### src/rtl/uart_pkg.sv
// Shared state encoding and register map for the UART peripheral.
// Build with UART_PARITY_EN defined to add an even-parity bit to both TX and RX frames.
package uart_pkg;
    typedef enum logic [2:0] {IDLE, START, DATA, PARITY, STOP} uart_bit_state_t;

    localparam int   CTRL_SEND_BIT   = 0;
    localparam int   CTRL_NEWRX_BIT  = 1;
    localparam int   CTRL_PARERR_BIT = 2;
    localparam logic REG_CTRL        = 1'b0;
    localparam logic REG_DATA        = 1'b1;

`ifdef UART_PARITY_EN
    localparam bit PARITY_EN = 1'b1;
`else
    localparam bit PARITY_EN = 1'b0;
`endif
endpackage

### src/rtl/uart_periph_regs_if.sv
// Register bus between the UART control FSM (master) and the peripheral (slave).
interface uart_periph_regs_if;
    logic        wr_i;
    logic        reg_sel_i;
    logic [31:0] entrada_i;
    logic [31:0] salida_o;

    modport master (output wr_i, reg_sel_i, entrada_i, input salida_o);
    modport slave  (input wr_i, reg_sel_i, entrada_i, output salida_o);
endinterface

### src/rtl/uart_rx_deser.sv
// RX path: 2-flop synchronizer, mid-bit sampling FSM, optional parity check.
// o_byte_valid pulses on the stop-bit sample when the stop bit is 1.
module uart_rx_deser
    import uart_pkg::*;
#(
    parameter int CLKS_PER_BIT = 868,
    parameter int CTR_W        = 16
) (
    input  logic       i_clk,
    input  logic       i_rst_n,
    input  logic       i_rx,
    output logic       o_byte_valid,
    output logic [7:0] o_byte,
    output logic       o_par_err
);
    localparam logic [CTR_W-1:0] LAST = CTR_W'(CLKS_PER_BIT - 1);
    localparam logic [CTR_W-1:0] HALF = CTR_W'(CLKS_PER_BIT / 2 - 1);

    logic             r_s1, r_s2;
    uart_bit_state_t  r_st, w_st_nxt;
    logic [CTR_W-1:0] r_cnt, w_cnt_nxt;
    logic [2:0]       r_bit, w_bit_nxt;
    logic [7:0]       r_sh, w_sh_nxt;
    logic             r_par, w_par_nxt;
    logic             w_valid;

    // Line idles high, so the synchronizer resets to 1 to avoid a false start.
    always_ff @(posedge i_clk or negedge i_rst_n) begin
        if (!i_rst_n) begin
            r_s1 <= 1'b1;
            r_s2 <= 1'b1;
        end else begin
            r_s1 <= i_rx;
            r_s2 <= r_s1;
        end
    end

    always_ff @(posedge i_clk or negedge i_rst_n) begin
        if (!i_rst_n) begin
            r_st  <= IDLE;
            r_cnt <= '0;
            r_bit <= '0;
            r_sh  <= '0;
            r_par <= 1'b0;
        end else begin
            r_st  <= w_st_nxt;
            r_cnt <= w_cnt_nxt;
            r_bit <= w_bit_nxt;
            r_sh  <= w_sh_nxt;
            r_par <= w_par_nxt;
        end
    end

    always_comb begin
        w_st_nxt  = r_st;
        w_cnt_nxt = r_cnt + 1'b1;
        w_bit_nxt = r_bit;
        w_sh_nxt  = r_sh;
        w_par_nxt = r_par;
        w_valid   = 1'b0;
        case (r_st)
            IDLE: begin
                w_cnt_nxt = '0;
                if (!r_s2) w_st_nxt = START;
            end
            START: if (r_cnt == HALF) begin
                w_cnt_nxt = '0;
                w_bit_nxt = '0;
                w_st_nxt  = r_s2 ? IDLE : DATA;
            end
            DATA: if (r_cnt == LAST) begin
                w_cnt_nxt = '0;
                w_sh_nxt  = {r_s2, r_sh[7:1]};
                w_bit_nxt = r_bit + 1'b1;
                if (r_bit == 3'd7) w_st_nxt = PARITY_EN ? PARITY : STOP;
            end
            PARITY: if (r_cnt == LAST) begin
                w_cnt_nxt = '0;
                w_par_nxt = r_s2;
                w_st_nxt  = STOP;
            end
            STOP: if (r_cnt == LAST) begin
                w_cnt_nxt = '0;
                w_valid   = r_s2;
                w_st_nxt  = IDLE;
            end
            default: begin
                w_cnt_nxt = '0;
                w_st_nxt  = IDLE;
            end
        endcase
    end

    assign o_byte_valid = w_valid;
    assign o_byte       = r_sh;
    assign o_par_err    = PARITY_EN && ((^r_sh) != r_par);
endmodule

### src/rtl/uart_periph_regs.sv
// Register-mapped UART: ctrl/data registers, TX serializer, RX via uart_rx_deser.
// UART_PARITY_EN (see uart_pkg) enables even parity and the PAR_ERR flag.
module uart_periph_regs
    import uart_pkg::*;
#(
    parameter int CLKS_PER_BIT = 868,
    parameter int CTR_W        = 16
) (
    input  logic               clk_i,
    input  logic               reset_i,
    uart_periph_regs_if.slave  bus,
    input  logic               rx_i,
    output logic               tx_o
);
    localparam logic [CTR_W-1:0] LAST = CTR_W'(CLKS_PER_BIT - 1);

    logic             r_send, r_new_rx, r_par_err;
    logic [7:0]       r_tx_data, r_rx_data;
    uart_bit_state_t  r_tx_st, w_tx_st_nxt;
    logic [CTR_W-1:0] r_tx_cnt, w_tx_cnt_nxt;
    logic [2:0]       r_tx_bit, w_tx_bit_nxt;
    logic [7:0]       r_tx_sh, w_tx_sh_nxt;
    logic             r_tx_par, w_tx_par_nxt;
    logic             w_tx_o, w_tx_done, w_tx_end, w_tx_idle, w_start;
    logic             w_ctrl_wr, w_data_wr;
    logic             w_rx_valid, w_rx_par_err;
    logic [7:0]       w_rx_byte;
    logic [31:0]      w_ctrl;
    logic             w_unused;

    assign w_ctrl_wr = bus.wr_i && (bus.reg_sel_i == REG_CTRL);
    assign w_data_wr = bus.wr_i && (bus.reg_sel_i == REG_DATA);
    assign w_tx_end  = (r_tx_cnt == LAST);
    // The last STOP cycle counts as idle so a back-to-back SEND is not lost.
    assign w_tx_idle = (r_tx_st == IDLE) || ((r_tx_st == STOP) && w_tx_end);
    assign w_start   = w_ctrl_wr && bus.entrada_i[CTRL_SEND_BIT] && w_tx_idle;
    assign w_unused  = &{1'b0, bus.entrada_i[31:8]};

    uart_rx_deser #(.CLKS_PER_BIT(CLKS_PER_BIT), .CTR_W(CTR_W)) u_rx (
        .i_clk        (clk_i),
        .i_rst_n      (reset_i),
        .i_rx         (rx_i),
        .o_byte_valid (w_rx_valid),
        .o_byte       (w_rx_byte),
        .o_par_err    (w_rx_par_err)
    );

    always_ff @(posedge clk_i or negedge reset_i) begin
        if (!reset_i) begin
            r_tx_st  <= IDLE;
            r_tx_cnt <= '0;
            r_tx_bit <= '0;
            r_tx_sh  <= '0;
            r_tx_par <= 1'b0;
        end else begin
            r_tx_st  <= w_tx_st_nxt;
            r_tx_cnt <= w_tx_cnt_nxt;
            r_tx_bit <= w_tx_bit_nxt;
            r_tx_sh  <= w_tx_sh_nxt;
            r_tx_par <= w_tx_par_nxt;
        end
    end

    always_comb begin
        w_tx_st_nxt  = r_tx_st;
        w_tx_cnt_nxt = r_tx_cnt + 1'b1;
        w_tx_bit_nxt = r_tx_bit;
        w_tx_sh_nxt  = r_tx_sh;
        w_tx_par_nxt = r_tx_par;
        w_tx_done    = 1'b0;
        w_tx_o       = 1'b1;
        case (r_tx_st)
            IDLE: w_tx_cnt_nxt = '0;
            START: begin
                w_tx_o = 1'b0;
                if (w_tx_end) begin
                    w_tx_st_nxt  = DATA;
                    w_tx_cnt_nxt = '0;
                    w_tx_bit_nxt = '0;
                end
            end
            DATA: begin
                w_tx_o = r_tx_sh[0];
                if (w_tx_end) begin
                    w_tx_cnt_nxt = '0;
                    w_tx_sh_nxt  = {1'b0, r_tx_sh[7:1]};
                    w_tx_bit_nxt = r_tx_bit + 1'b1;
                    if (r_tx_bit == 3'd7) w_tx_st_nxt = PARITY_EN ? PARITY : STOP;
                end
            end
            PARITY: begin
                w_tx_o = r_tx_par;
                if (w_tx_end) begin
                    w_tx_st_nxt  = STOP;
                    w_tx_cnt_nxt = '0;
                end
            end
            STOP: if (w_tx_end) begin
                w_tx_done    = 1'b1;
                w_tx_st_nxt  = IDLE;
                w_tx_cnt_nxt = '0;
            end
            default: begin
                w_tx_st_nxt  = IDLE;
                w_tx_cnt_nxt = '0;
            end
        endcase
        // Snapshot the data register so later writes cannot corrupt this frame.
        if (w_start) begin
            w_tx_st_nxt  = START;
            w_tx_cnt_nxt = '0;
            w_tx_sh_nxt  = r_tx_data;
            w_tx_par_nxt = ^r_tx_data;
        end
    end

    assign tx_o = w_tx_o;

    always_ff @(posedge clk_i or negedge reset_i) begin
        if (!reset_i) begin
            r_send    <= 1'b0;
            r_new_rx  <= 1'b0;
            r_par_err <= 1'b0;
            r_tx_data <= '0;
            r_rx_data <= '0;
        end else begin
            if (w_start)        r_send <= 1'b1;
            else if (w_tx_done) r_send <= 1'b0;

            // A store from RX beats a simultaneous software clear.
            if (w_rx_valid)     r_new_rx <= 1'b1;
            else if (w_ctrl_wr) r_new_rx <= bus.entrada_i[CTRL_NEWRX_BIT];

            if (w_rx_valid && w_rx_par_err)                    r_par_err <= 1'b1;
            else if (w_ctrl_wr && !bus.entrada_i[CTRL_PARERR_BIT]) r_par_err <= 1'b0;

            if (w_data_wr)  r_tx_data <= bus.entrada_i[7:0];
            if (w_rx_valid) r_rx_data <= w_rx_byte;
        end
    end

    always_comb begin
        w_ctrl                  = '0;
        w_ctrl[CTRL_SEND_BIT]   = r_send;
        w_ctrl[CTRL_NEWRX_BIT]  = r_new_rx;
        w_ctrl[CTRL_PARERR_BIT] = r_par_err;
    end

    assign bus.salida_o = (bus.reg_sel_i == REG_DATA) ? {24'b0, r_rx_data} : w_ctrl;
endmodule

### src/flat_wrapper.sv
// flat-port wrapper written by rule: the top's interface ports become plain ports
module uart_periph_regs_flat import uart_pkg::*;
#(
    parameter int CLKS_PER_BIT = 868,
    parameter int CTR_W        = 16
)
  (clk_i, reset_i, rx_i, tx_o, bus_wr_i, bus_reg_sel_i, bus_entrada_i, bus_salida_o);
  uart_periph_regs_if bus_i ();
  input  logic clk_i;
  input  logic reset_i;
  input  logic rx_i;
  output logic tx_o;
  input wire logic [$bits(bus_i.wr_i)-1:0] bus_wr_i;
  input wire logic [$bits(bus_i.reg_sel_i)-1:0] bus_reg_sel_i;
  input wire logic [$bits(bus_i.entrada_i)-1:0] bus_entrada_i;
  output wire logic [$bits(bus_i.salida_o)-1:0] bus_salida_o;
  assign bus_i.wr_i = bus_wr_i;
  assign bus_i.reg_sel_i = bus_reg_sel_i;
  assign bus_i.entrada_i = bus_entrada_i;
  assign bus_salida_o = bus_i.salida_o;
  uart_periph_regs #(.CLKS_PER_BIT(CLKS_PER_BIT), .CTR_W(CTR_W)) u_core (.clk_i(clk_i), .reset_i(reset_i), .bus(bus_i), .rx_i(rx_i), .tx_o(tx_o));
endmodule
### config.mk
export PLATFORM = sky130hd
export DESIGN_NAME = uart_periph_regs_flat
export DESIGN_NICKNAME = d
export VERILOG_FILES = /design/src/rtl/uart_pkg.sv /design/src/rtl/uart_periph_regs_if.sv /design/src/rtl/uart_rx_deser.sv /design/src/rtl/uart_periph_regs.sv /design/src/flat_wrapper.sv
export SDC_FILE = /design/constraint.sdc
export NUM_CORES = 1
export LEC_CHECK = 0
export CAP_MARGIN = 5
export CORE_UTILIZATION = 45
export DETAILED_ROUTE_END_ITERATION = 8
export PLACE_DENSITY = 0.69
export SKIP_LAST_GASP = 1
export SLEW_MARGIN = 20
export SYNTH_ARGS = -nofsm -noshare
export SYNTH_HDL_FRONTEND = slang
export SYNTH_SLANG_ARGS = --single-unit
export TNS_END_PERCENT = 1
### constraint.sdc
create_clock -name clk_i -period 3.4 [get_ports clk_i]
set_clock_uncertainty 0.15 [all_clocks]
set_input_delay 0.68 -clock clk_i [delete_from_list [all_inputs] [get_ports clk_i]]
set_output_delay 0.68 -clock clk_i [all_outputs]
set_load 0.05 [all_outputs]
==> run metrics <==
final instance area 0.00462 sq mm; most used cell, CP nand2_1; clock transition at the registers of the reported paths 0.10 ns; Area Overhead vs Synth 10.1%; Cell Area, Synth 0.00420 sq mm; DR WL met2 3.57 mm; CTS root buf clkbuf_8; cts repair resizes 0; H-tree lvl count 3; I/O Pins 70; 1st-pass router iterations 4; RSZ-0062 raised after global routing false; Die Span Y 98.6 microns; unique cell type count in the Yosys netlist 49; global-route wire length before repair 12.8 mm; critical path type reg2out; Rel. slew slack 0.530; sequential share of the synthesized area 0.484; VDD IR max 0.280 mV; Cell Chain, Critical Path inv_1, nand2_1, o21ai_0, nand2_1, clkdlybuf4s50_1; asr flop ratio synth 1.00; grt ovf 0; PortBufs 21; DIE WIDTH 98.6 microns; fmax 340 MHz; Worst EP required 2.57 ns; All-Layer GR Usage 0.166; Via Count 2874; Synth Register Bits 81; effective utilization at floorplan 0.472; r2r worst-path depth 6; crit-path max cell delay 0.79 ns; Hold Vio Cnt, Final 0; gpl congestion 0.792; post-DR wirelength/cell 13.8 microns; Max Slew Vio Count 0; status completed; postcts setup bufs 0; slowest CP cell clkdlybuf4s50_1; initial drt markers 125; Max-cap violations 0; post-layout min period 2.94 ns; share of post-route cells with drive strength above 1 0.157; Detail Route Antenna Nets 0; commonest non-fill, non-tap cell in the layout dfrtp_1; hold_buf cts 0; PwrDens 492 mW/mm^2; Num CTS Buffers 9; placed cell areas 0.00440 sq mm; Least-Margin Pin Slew 0.706 ns; Final TNS setup 0 ns; Final WS setup 0.462 ns; clock latency on the worst-skew pair 0.36 ns; largest net degree at the start of global routing 82; met3 WL 197 microns; Synth Instances 398; crit-path leading delay family buffers and inverters; Ys Warns 0; Highest Signal Layer met4; Worst Path Buf+Inv 2; Remaining DRCs 0; period utilisation layout 0.864; number of enable flip-flop cells after synthesis 0; Top FF cell, synth dfrtp_1; Fill cells 797; Vias/cell 5.38; Met1 Routed Length 3.49 mm; pre-CTS WS 0.531 ns; Worst Path Arrival 2.11 ns; initial antenna violation count 0; most frequent cells in the layout 79 x dfrtp_1, 37 x nor2_1, 24 x conb_1; Max FO, Critical Path 10; final net count 465; dpl hpwl 5.02 mm; kind of launch point of the worst setup path flip-flop; Antenna diodes 0; Final setup viols 0; reg-to-reg slack, setup 0.87 ns; TritonCTS clock tree built; P_leak 2.14 nW; Post-Route WL 7.35 mm; worst min-delay path class in2async; Core Area 0.00889 sq mm; mean post-synth cell area 10.5 sq um; row cnt 34; total die area 0.00972 sq mm; Crit. End Element primary output; maximum clock path buffer count 2; number of global-route vias before repair 2753; Crit. path cell count 5; TritonCTS Sinks 81
## cells in the mapped netlist, types with 3 or more instances
cell       n  area (sq um)
a21oi_1   10          50.1
a221o_1    3          30.0
a221oi_1   6          52.6
and2_1     6          37.5
and3_1    11          68.8
and4_1     4          35.0
buf_2      3          15.0
buf_4     24           180
clkbuf_1   7          26.3
dfrtp_1   79          1980
ha_1       7          87.6
inv_1     22          82.6
mux2_2    20           225
mux2_4     8           120
nand2_1   19          71.3
nand3_1   14          70.1
nand4_1    9          56.3
nor2_1    37           139
nor3_1    12          60.1
nor3b_1    3          22.5
nor4_1     8          50.1
o211ai_1   3          22.5
o21ai_0   11          55.1
o31ai_1    4          30.0
or3_1      6          37.5
or4_1      3          22.5
xnor2_1   23           201
xor2_1     8          70.1
## worst paths after layout
check / from / to
max: u_core.r_tx_st[0] / tx_o
min: reset_i / u_core.r_send
max reg2reg: u_core.r_tx_cnt[0] / u_core.r_tx_par
min reg2reg: u_core.u_rx.r_s1 / u_core.u_rx.r_s2
max in group asynchronous: reset_i / u_core.r_rx_data[3]
min in group clk_i: u_core.u_rx.r_s1 / u_core.u_rx.r_s2
## cell type report
cell class / instances / area [sq um] / share of cell area
clock buffers: 10 / 128 / 0.0276
inverters: 22 / 82.6 / 0.0179
clock inverters: 6 / 92.6 / 0.0200
multi-input cells: 283 / 1940 / 0.420
flip-flops and latches: 81 / 2030 / 0.439
well taps: 108 / 135 / 0.0293
repair buffers: 24 / 214 / 0.0463
## per-stage QoR
stage	utilization	cells	hold WS (ns)	power [mW]
2_1_floorplan	-	421	0.195	1.44
3_3_place_gp	0.494	518	0.197	1.50
3_5_place_dp	0.494	518	0.198	1.51
4_1_cts	0.519	534	0.212	2.30
5_1_grt	0.520	534	0.213	2.39
6_report	0.520	534	0.209	2.27
## per-layer routing
metal  up-vias  track usage
li1       1414            -
met4         0       0.0643
met1      1399        0.223
met3        11       0.0383
met2        50        0.261
met5         -            0
## kinds of logic (layout without fill, tap and decap cells)
kind of cell,count (synthesis),after routing,share of synthesized area
compound gates,44,44,0.0713
xor+xnor,31,31,0.0647
fa+ha+maj,7,7,0.0209
buf+inv,57,62,0.0751
flops,81,81,0.484
mux,30,30,0.0871
other cells,1,24,0.000894
simple gates,147,147,0.196
## registers in the layout, indices dropped and copies added (netlist names), 3 cells and up
signal,count
u_core.r_rx_data,8
u_core.r_tx_bit,3
u_core.r_tx_cnt,16
u_core.r_tx_data,8
u_core.r_tx_sh,8
u_core.r_tx_st,3
u_core.u_rx.o_byte,8
u_core.u_rx.r_bit,3
u_core.u_rx.r_cnt,16
u_core.u_rx.r_st,3
## where the power goes
group	switching, mW	total (mW)	internal [mW]
Sequential	0.0868	1.14	1.06
Clock	0.363	0.781	0.418
Combinational	0.209	0.347	0.137
Total	0.659	2.27	1.61
## worst reg2reg max path, delay by kind of cell (launching register included)
family | cells | cell delay (ns)
DFF | 1 | 0.42
AOI/OAI and AO/OA | 1 | 0.35
buffers and inverters | 1 | 0.29
muxes | 1 | 0.38
adders and majority gates | 1 | 0.27
and+or+nand+nor | 2 | 0.59
No activity file was read; power rests on OpenSTA's default activity.
